==> src/rtl/arith_pkg.sv <==
// Shared arithmetic definitions: divider FSM states and width-dependent
// constants used for the divider's special-case results (widths up to 64).
package arith_pkg;

  typedef enum logic [1:0] {
    IDLE = 2'd0,
    CALC = 2'd1,
    FIX  = 2'd2,
    DONE = 2'd3
  } div_state_e;

  localparam int ARITH_MAX_WIDTH = 64;

  // A shift by the full 64 bits yields zero, so the subtraction still gives all ones.
  function automatic logic [ARITH_MAX_WIDTH-1:0] all_ones(input int width);
    return (64'd1 << width) - 64'd1;
  endfunction

  function automatic logic [ARITH_MAX_WIDTH-1:0] min_int(input int width);
    return 64'd1 << (width - 1);
  endfunction

endpackage

==> src/rtl/addsub.sv <==
// Shared adder/subtractor: result = a + b (sub=0) or a - b (sub=1).
// For subtraction, carry=1 means no borrow, i.e. a >= b as unsigned values.
module addsub #(
  parameter int WIDTH = 32
) (
  input  logic [WIDTH-1:0] a,
  input  logic [WIDTH-1:0] b,
  input  logic             sub,
  output logic [WIDTH-1:0] result,
  output logic             carry
);

  logic [WIDTH-1:0] b_eff;

  genvar gi;
  generate
    for (gi = 0; gi < WIDTH; gi++) begin : g_inv
      assign b_eff[gi] = b[gi] ^ sub;
    end
  endgenerate

  assign {carry, result} = {1'b0, a} + {1'b0, b_eff} + {{WIDTH{1'b0}}, sub};

endmodule

==> src/rtl/div_step.sv <==
// One combinational restoring-division step: shift in the next dividend bit,
// trial-subtract the divisor magnitude, and keep the difference if it is non-negative.
module div_step
  import arith_pkg::*;
#(
  parameter int DATA_WIDTH = 32
) (
  input  logic [DATA_WIDTH:0]   prem,
  input  logic                  next_bit,
  input  logic [DATA_WIDTH-1:0] dvs,
  output logic [DATA_WIDTH:0]   prem_new,
  output logic                  q_bit
);

  logic [DATA_WIDTH:0] shifted;
  logic [DATA_WIDTH:0] diff;
  logic                no_borrow;

  assign shifted = {prem[DATA_WIDTH-1:0], next_bit};

  addsub #(.WIDTH(DATA_WIDTH + 1)) u_sub (
    .a      (shifted),
    .b      ({1'b0, dvs}),
    .sub    (1'b1),
    .result (diff),
    .carry  (no_borrow)
  );

  // A set prem MSB means the shifted value is beyond the divisor's reach, so the subtract always succeeds.
  assign q_bit    = no_borrow | prem[DATA_WIDTH];
  assign prem_new = q_bit ? diff : shifted;

endmodule

==> src/rtl/div_seq.sv <==
// Iterative radix-2 restoring divider for DIV/DIVU/REM/REMU: one quotient bit
// per cycle on magnitudes, sign fix-up afterwards, special cases resolved at accept.
module div_seq
  import arith_pkg::*;
#(
  parameter int DATA_WIDTH = 32
) (
  input  logic                  clk,
  input  logic                  rst,
  input  logic                  req_valid,
  output logic                  req_ready,
  input  logic [DATA_WIDTH-1:0] dividend,
  input  logic [DATA_WIDTH-1:0] divisor,
  input  logic                  sgn,
  output logic                  rsp_valid,
  input  logic                  rsp_ready,
  output logic [DATA_WIDTH-1:0] quot,
  output logic [DATA_WIDTH-1:0] rem
);

  localparam int                    CNT_WIDTH = $clog2(DATA_WIDTH) + 1;
  localparam int                    MSB       = DATA_WIDTH - 1;
  localparam logic [DATA_WIDTH-1:0] ALL_ONES  = DATA_WIDTH'(all_ones(DATA_WIDTH));
  localparam logic [DATA_WIDTH-1:0] MIN_INT   = DATA_WIDTH'(min_int(DATA_WIDTH));
  localparam logic [CNT_WIDTH-1:0]  CNT_LOAD  = CNT_WIDTH'(DATA_WIDTH);
  localparam logic [CNT_WIDTH-1:0]  CNT_ONE   = CNT_WIDTH'(1);

  div_state_e            state_reg, state_next;
  logic [CNT_WIDTH-1:0]  cnt_reg, cnt_next;
  logic [DATA_WIDTH:0]   prem_reg, prem_next;
  logic [DATA_WIDTH-1:0] q_reg, q_next;
  logic [DATA_WIDTH-1:0] dvs_reg, dvs_next;
  logic [DATA_WIDTH-1:0] quot_reg, quot_next;
  logic [DATA_WIDTH-1:0] rem_reg, rem_next;
  logic                  neg_q_reg, neg_q_next;
  logic                  neg_r_reg, neg_r_next;
  logic                  rsp_valid_reg, rsp_valid_next;

  logic                  accept;
  logic                  div_zero;
  logic                  overflow;
  logic [DATA_WIDTH-1:0] dvd_mag;
  logic [DATA_WIDTH-1:0] dvs_mag;
  logic [DATA_WIDTH:0]   step_prem;
  logic                  step_bit;

  assign req_ready = (state_reg == IDLE);
  assign accept    = req_valid & req_ready;
  assign dvd_mag   = (sgn & dividend[MSB]) ? -dividend : dividend;
  assign dvs_mag   = (sgn & divisor[MSB])  ? -divisor  : divisor;
  assign div_zero  = (divisor == '0);
  assign overflow  = sgn & (dividend == MIN_INT) & (divisor == ALL_ONES);

  // q_reg starts as the dividend magnitude; its MSB feeds each step while quotient bits shift in at the LSB.
  div_step #(.DATA_WIDTH(DATA_WIDTH)) u_step (
    .prem     (prem_reg),
    .next_bit (q_reg[MSB]),
    .dvs      (dvs_reg),
    .prem_new (step_prem),
    .q_bit    (step_bit)
  );

  always_comb begin
    state_next     = state_reg;
    cnt_next       = cnt_reg;
    prem_next      = prem_reg;
    q_next         = q_reg;
    dvs_next       = dvs_reg;
    quot_next      = quot_reg;
    rem_next       = rem_reg;
    neg_q_next     = neg_q_reg;
    neg_r_next     = neg_r_reg;
    rsp_valid_next = rsp_valid_reg;

    case (state_reg)
      IDLE: begin
        if (accept) begin
          neg_q_next = sgn & (dividend[MSB] ^ divisor[MSB]);
          neg_r_next = sgn & dividend[MSB];
          dvs_next   = dvs_mag;
          q_next     = dvd_mag;
          prem_next  = '0;
          cnt_next   = CNT_LOAD;
          if (div_zero) begin
            quot_next      = ALL_ONES;
            rem_next       = dividend;
            rsp_valid_next = 1'b1;
            state_next     = DONE;
          end else if (overflow) begin
            quot_next      = MIN_INT;
            rem_next       = '0;
            rsp_valid_next = 1'b1;
            state_next     = DONE;
          end else begin
            state_next = CALC;
          end
        end
      end
      CALC: begin
        prem_next = step_prem;
        q_next    = {q_reg[MSB-1:0], step_bit};
        cnt_next  = cnt_reg - CNT_ONE;
        if (cnt_reg == CNT_ONE) begin
          state_next = FIX;
        end
      end
      FIX: begin
        quot_next      = neg_q_reg ? -q_reg : q_reg;
        rem_next       = neg_r_reg ? -prem_reg[MSB:0] : prem_reg[MSB:0];
        rsp_valid_next = 1'b1;
        state_next     = DONE;
      end
      DONE: begin
        if (rsp_ready) begin
          rsp_valid_next = 1'b0;
          state_next     = IDLE;
        end
      end
      default: state_next = IDLE;
    endcase
  end

  always_ff @(posedge clk or posedge rst) begin
    if (rst) begin
      state_reg     <= IDLE;
      cnt_reg       <= '0;
      prem_reg      <= '0;
      q_reg         <= '0;
      dvs_reg       <= '0;
      quot_reg      <= '0;
      rem_reg       <= '0;
      neg_q_reg     <= 1'b0;
      neg_r_reg     <= 1'b0;
      rsp_valid_reg <= 1'b0;
    end else begin
      state_reg     <= state_next;
      cnt_reg       <= cnt_next;
      prem_reg      <= prem_next;
      q_reg         <= q_next;
      dvs_reg       <= dvs_next;
      quot_reg      <= quot_next;
      rem_reg       <= rem_next;
      neg_q_reg     <= neg_q_next;
      neg_r_reg     <= neg_r_next;
      rsp_valid_reg <= rsp_valid_next;
    end
  end

  assign rsp_valid = rsp_valid_reg;
  assign quot      = quot_reg;
  assign rem       = rem_reg;

endmodule

==> config.mk <==
export PLATFORM = sky130hd
export DESIGN_NAME = div_seq
export DESIGN_NICKNAME = d
export VERILOG_FILES = /design/src/rtl/arith_pkg.sv /design/src/rtl/addsub.sv /design/src/rtl/div_step.sv /design/src/rtl/div_seq.sv
export SDC_FILE = /design/constraint.sdc
export NUM_CORES = 1
export LEC_CHECK = 0
export BUFFER_PORTS_ARGS = -buffer_cell sky130_fd_sc_hd__buf_2
export CORE_UTILIZATION = 55
export DETAILED_ROUTE_END_ITERATION = 10
export PLACE_DENSITY = 0.86
export SLEW_MARGIN = 15
export SYNTH_ARGS = -nofsm -noshare
export SYNTH_HDL_FRONTEND = slang
export SYNTH_HIERARCHICAL = 1
export SYNTH_SLANG_ARGS = --single-unit
==> constraint.sdc <==
create_clock -name clk -period 6.1 [get_ports clk]
set_input_delay 0.305 -clock clk [delete_from_list [all_inputs] [get_ports clk]]
set_output_delay 0.305 -clock clk [all_outputs]
set_load 0.005 [all_outputs]
==> results of run 1 <==
## metal layers
metal / track usage / share of wire / up-vias
met5: 0 / 0.00055 / -
met4: 0.1071 / 0.028 / 2
met3: 0.05017 / 0.064 / 66
met2: 0.4697 / 0.48 / 427
met1: 0.3484 / 0.42 / 5400
li1: - / - / 5322
## cells in the final DEF, fill, tap and decap left out, drive strengths merged, types with 5 or more instances in the layout
| master | netlist | layout |
|---|---|---|
| a211oi | 7 | 7 |
| a21boi | 6 | 6 |
| a21o | 14 | 14 |
| a21oi | 106 | 106 |
| a22o | 51 | 51 |
| a31oi | 16 | 16 |
| and3 | 7 | 7 |
| buf | 22 | 146 |
| clkbuf | 68 | 21 |
| dfrtp | 172 | 172 |
| diode | 0 | 5 |
| ha | 43 | 43 |
| inv | 36 | 37 |
| mux2 | 91 | 91 |
| mux2i | 17 | 17 |
| nand2 | 123 | 123 |
| nand2b | 9 | 9 |
| nand3 | 19 | 19 |
| nand4 | 22 | 22 |
| nor2 | 71 | 71 |
| nor3 | 29 | 29 |
| nor4 | 20 | 20 |
| o211ai | 5 | 5 |
| o21ai | 133 | 133 |
| o21bai | 5 | 5 |
| o31ai | 26 | 26 |
| o41ai | 22 | 22 |
| or2 | 5 | 5 |
| or3 | 19 | 19 |
| or4 | 19 | 19 |
| xnor2 | 93 | 93 |
| xor2 | 89 | 89 |
## per-stage QoR
| stage | hold WS (ns) | util | worst slack, ns | power, W | area (sq um) |
|---|---|---|---|---|---|
| floorplan | 0.4410 | - | 1.135 | 0.004399 | 12700 |
| global placement | 0.4696 | 0.5945 | 2.251 | 0.005089 | 13460 |
| detailed placement | 0.4754 | 0.5945 | 2.086 | 0.005226 | 13460 |
| CTS | 0.08134 | 0.6196 | 2.059 | 0.006306 | 14030 |
| global route | 0.1060 | 0.6201 | 1.851 | 0.006765 | 14040 |
| finish | 0.04468 | 0.6202 | 1.997 | 0.006329 | 14040 |
## cell type report
| type | instances | area, sq um |
|---|---|---|
| fill | 1849 | 8600 |
| inverter | 37 | 143.9 |
| clock inverter | 10 | 117.6 |
| multi-input combinational | 1117 | 7895 |
| antenna | 5 | 12.51 |
| timing repair buffer | 146 | 760.7 |
| sequential | 172 | 4304 |
| tap | 285 | 356.6 |
| clock buffer | 21 | 450.4 |
## critical path: stages, from the launching register on
cell	delay, ns
dfrtp_1	0.48
ha_1	0.42
a21o_1	0.22
a311o_1	0.37
a211oi_4	0.34
nor3_1	0.16
and3b_1	0.29
o21ai_1	0.10
a21o_1	0.22
nor2_4	0.73
mux2_2	0.43
a22o_1	0.21
## worst paths after layout
check | from | to | slack (ns)
min reg2reg | rem[14] | rem[14] | 0.49
min | rst | quot[4] | 0.04
max | prem_reg[3] | prem_reg[10] | 2.00
max in group asynchronous | rst | dvs_reg[23] | 4.52
min in group clk | sgn | neg_q_reg | 0.21
max reg2reg | prem_reg[3] | prem_reg[10] | 2.00
## kinds of logic after synthesis
logic type	count (synthesis)
AO/OA/AOI/OAI	417
XOR/XNOR	182
adder cells (fa/ha/maj)	44
buffers and inverters	127
flip-flops	172
multiplexers	108
other	2
AND/OR/NAND/NOR	364
## power by group
group | internal (W) | switching (W) | total, W | leakage, nW
logic | 0.00137 | 0.00191 | 0.00328 | 3.96
clock network | 0.000612 | 0.000450 | 0.00106 | 0.266
registers | 0.00155 | 0.000441 | 0.00199 | 2.24
total | 0.00353 | 0.00280 | 0.00633 | 6.46
==> flow_summary.ini, run 1 <==
[pwr]
peakVddDrop_mv = 0.2672
power_density_mw_per_mm2 = 450.8
p_leak_nw = 6.458

[setup_path]
criticalPathCategory = reg2reg
crit_path_end_kind = register
worstSetupStartpointType = register
worstPathRequired_ns = 6.41
cp.arrival_ns = 4.41
rr_worst_depth = 11
path_max_fanout = 34

[yosys]
netlist_top_cells_count = dfrtp_1, nand2_1, o21ai_0, a21oi_1, xnor2_1
yosysSeqAreaShare = 0.3388
synth_ff_type = dfrtp_1
synth_compound_area_frac = 0.2133
yosys.area.top_type = dfrtp_1
synth_xor_area_frac = 0.1255
yosys-top-cells-area = dfrtp_1, mux2_2, xnor2_1
async_reset_ff_frac = 1.000
synth_top_area_share = 0.3388
yosysMostFrequentCell = dfrtp_1
synth_fa_ha_area_frac = 0.04392
synth_warnings = 6
syn-mean-instance-area_sq_um = 8.972
syn-num-nets = 1529
ys_seq_elements = 172
synth_edf_count = 0
synthDistinctLibCells = 73
synthSimpleGateAreaFrac = 0.1423
synth_mux_area_frac = 0.09405
netlist_instances = 1416
synth_top_family_by_area = compound AO/OA/AOI/OAI gates
netlist_area_sq_mm = 0.01270

[drt]
drtIter0Drc = 994
vias_per_cell = 6.256
ant_nets = 0
routed_wl_mm = 32.62
vias = 11220
avgRoutedWirePerCell_um = 18.19
drc = 0
drt_pass1_iterations = 5

[clocking]
cts_hold_buf = 0
clk_latency_ns = 0.43
clock_sinks = 172
h-tree-depth = 4
clk_pin_slew_ns = 0.06
cts_tree = done
root_buffer = clkbuf_16
cts_setup_buffers = 0
cts_resized = 0
clock_path_buffers = 2
numCtsBuffers = 17

[layout]
drive_above_1_share = 0.1910
area_delta_synth_final_pct = 10.52
largest_reg_flops = 33
instances_no_fill = 1793
nets = 1604

[global_route]
antenna_found_initial = 5
grt_pass1_wl_mm = 52.99
grt_max_degree = 94
gr-total-overflow = 0
grt_pass1_vias = 10680
grtUsageTotal = 0.2763

[run_status]
status = finished, final reports clean

[worst_hold_path]
min-delay-path-class = in2async

[placement]
placedCellCount = 1757
portBuffers = 134
dp_hpwl_mm = 24.67
gp_congestion = 0.9537

[die]
row_count = 55
num_io_pins = 135
die_w_um = 154.0
dieArea_sq_mm = 0.02371
start_util = 0.5611
die_h_um = 154.0
core_area_sq_mm = 0.02264

[timing]
timing.fmax_mhz = 243.7
hold_viol = 0
grt_setup_unrepaired = no
drv_slew = 0
setup_tns_ns = 0
clock-skew-final_ns = 0.009636
setup_viol = 0
min_period_ns = 4.103
period_share = 0.6726
slew_headroom = 0.2586
worst_pin_slew_ns = 1.111

[flow_run]
max-cap-violations = 0
(Power assumes the default switching activity.)
==> run 2: changes to the inputs <==
PLACE_DENSITY = 0.89   (was 0.86)
clock period = 3.54 ns   (was 6.1 ns; I/O delays follow)
==> run 2 against run 1 <==
  * Fmax is 20% higher
  * Sequential power is 71% higher
  * Cell area is 1.6% higher
  * Global-route usage is 1.0 points higher
  * Setup slack worse by 1.9 ns
  * Combinational power is 79% higher
  * Clock-buffer cell count is 1 lower
  * Critical path depth is 2 higher
  * Highest routed layer is now met4
==> flow_summary.ini, run 2 (synthesis gave the netlist of run 1 again) <==
[timing]
setup_tns_ns = 0
min_period_ns = 3.424
slew_headroom = 0.3092
worst_pin_slew_ns = 1.036
timing.fmax_mhz = 292.1
drv_slew = 0
grt_setup_unrepaired = no
setup_viol = 0
hold_viol = 0
clock-skew-final_ns = 0.008288
period_share = 0.9672

[clocking]
clock_path_buffers = 2
cts_tree = done
numCtsBuffers = 17
clk_latency_ns = 0.43
clk_pin_slew_ns = 0.06
h-tree-depth = 4
clock_sinks = 172
root_buffer = clkbuf_16

[drt]
drtIter0Drc = 1159
vias = 11450
vias_per_cell = 6.334
ant_nets = 0
routed_wl_mm = 33.78
drt_pass1_iterations = 6
avgRoutedWirePerCell_um = 18.69
drc = 0

[die]
num_io_pins = 135
dieArea_sq_mm = 0.02371
row_count = 55
die_h_um = 154.0
die_w_um = 154.0
core_area_sq_mm = 0.02264
start_util = 0.5611

[placement]
placedCellCount = 1772
portBuffers = 134
gp_congestion = 0.9351
place_area_sq_mm = 0.01365
dp_hpwl_mm = 25.15

[global_route]
grtUsageTotal = 0.2868
grt_max_degree = 121
grt_pass1_vias = 10920
antenna_found_initial = 1
grt-busiest-layer = met2
gr-usage-met1 = 0.3562
use_met3 = 0.05806
grt_pass1_wl_mm = 54.78
use_met2 = 0.4790
gr-total-overflow = 0

[pwr]
power_frac_comb = 0.530
p_seq_frac = 0.307
p_switching_w = 0.004943
switching_share = 0.4453
clkPwrFrac = 0.163
internal_power_w = 0.006157
p_leak_nw = 6.577
peakVddDrop_mv = 0.4551
power_density_mw_per_mm2 = 778.2

[worst_hold_path]
min-delay-path-class = in2reg
hold-path-cell-count = 3
min_from = divisor[19]
min_to = dvs_reg[19]

[setup_path]
criticalPathCategory = reg2reg
timing.rr.end = prem_reg[13]
worstSetupStartpointType = register
cp.arrival_ns = 3.74
cp_num_buf_inv = 1
crit_chain = xor2_1 > ha_2 > a21o_1 > a311o_1 > a211oi_4 > nor3_1 > and3b_2 > o21ai_1 > a21o_1 > nor2_4 > clkbuf_16 > mux2_2 > a22o_1
path_delay_family = compound AO/OA/AOI/OAI gates
crit_path_end_kind = register
rr_startpoint = dvs_reg[4]
path_max_fanout = 17
worstPathRequired_ns = 3.85
rr_worst_depth = 13
cp_slowest_cell = dfrtp_1
critPathMostFrequentCell = a21o_1
r2r_setup_slack_ns = 0.12
slowest_delay_ns = 0.38

[layout]
nets = 1621
stdcell_area_sq_mm = 0.01426
area_delta_synth_final_pct = 12.28
largest_reg_flops = 33
final_cell_mix = dfrtp_1, buf_2, o21ai_0
fillers = 1789
final_common_cell = dfrtp_1
drive_above_1_share = 0.2032
instances_no_fill = 1807

[flow_run]
max-cap-violations = 0

[run_status]
status = finished, final reports clean
[run 2: cell types whose count changed in the layout (fill, tap and decap cells not counted), moves of 2 or more]
cell / before / now
buf_12: 0 / 6
clkbuf_1: 3 / 1
diode_2: 5 / 1
buf_4: 12 / 21
clkinv_4: 1 / 3
[run 2: routing by layer]
metal	routed length, um	share of wire	vias up
li1	-	-	5349
met1	13890	0.41	5448
met2	16190	0.48	541
met3	2472	0.073	107
met4	1227	0.036	0
met5	0	0	-
[run 2: power groups by stage]
stage	Combinational [W]	Sequential (W)	Clock, W
2_1_floorplan	0.00439	0.00319	0
3_3_place_gp	0.00555	0.00335	0
3_5_place_dp	0.00572	0.00341	0
4_1_cts	0.00578	0.00339	0.00183
5_1_grt	0.00646	0.00350	0.00191
6_report	0.00588	0.00340	0.00181
[run 2: worst max-delay path by stage]
stage / from / to / slack (ns) / cells past startpoint
6_report: dvs_reg[4] / prem_reg[13] / 0.12 / 13
5_1_grt: dvs_reg[4] / prem_reg[16] / 0.003 / 13
4_1_cts: dvs_reg[0] / prem_reg[30] / 0.14 / 11
3_5_place_dp: dvs_reg[4] / prem_reg[14] / 0.17 / 13
3_3_place_gp: dvs_reg[4] / prem_reg[3] / 0.25 / 13
2_1_floorplan: prem_reg[3] / prem_reg[15] / 0.25 / 12
[run 2: worst reg2reg max path: stages, from the launching register on]
cell	delay (ns)
dfrtp_1	0.38
xor2_1	0.14
ha_2	0.33
a21o_1	0.22
a311o_1	0.38
a211oi_4	0.25
nor3_1	0.12
and3b_2	0.29
o21ai_1	0.08
a21o_1	0.21
nor2_4	0.15
clkbuf_16	0.22
mux2_2	0.34
a22o_1	0.20
[run 2: area by class of cell]
| cell class | count | area, sq um | area share |
|---|---|---|---|
| clock buffer | 20 | 456.7 | 0.03201 |
| clock inverter | 12 | 113.9 | 0.007982 |
| sequential | 172 | 4304 | 0.3017 |
| antenna | 1 | 2.502 | 0.0001754 |
| inverter | 37 | 142.6 | 0.009999 |
| timing repair buffer | 163 | 983.4 | 0.06894 |
| multi-input combinational | 1117 | 7905 | 0.5542 |
| tap | 285 | 356.6 | 0.02500 |
[run 2: stage by stage]
stage | utilization | total power (W) | hold slack, ns | setup WS [ns]
3_3_place_gp | 0.6028 | 0.008904 | 0.2645 | 0.2510
4_1_cts | 0.6284 | 0.01100 | 0.06256 | 0.1372
2_1_floorplan | - | 0.007581 | 0.3130 | 0.2532
5_1_grt | 0.6301 | 0.01187 | 0.08371 | 0.003173
3_5_place_dp | 0.6028 | 0.009132 | 0.2643 | 0.1717
6_report | 0.6301 | 0.01110 | 0.07775 | 0.1162
[run 2: timing repair]
action / in CTS / in global routing
endpoints found under the hold margin: 23 / 0
setup buffers: 0 / 0
hold buffers: 1 / 0
gates resized for setup: 0 / 3
setup endpoints to repair: 0 / 17
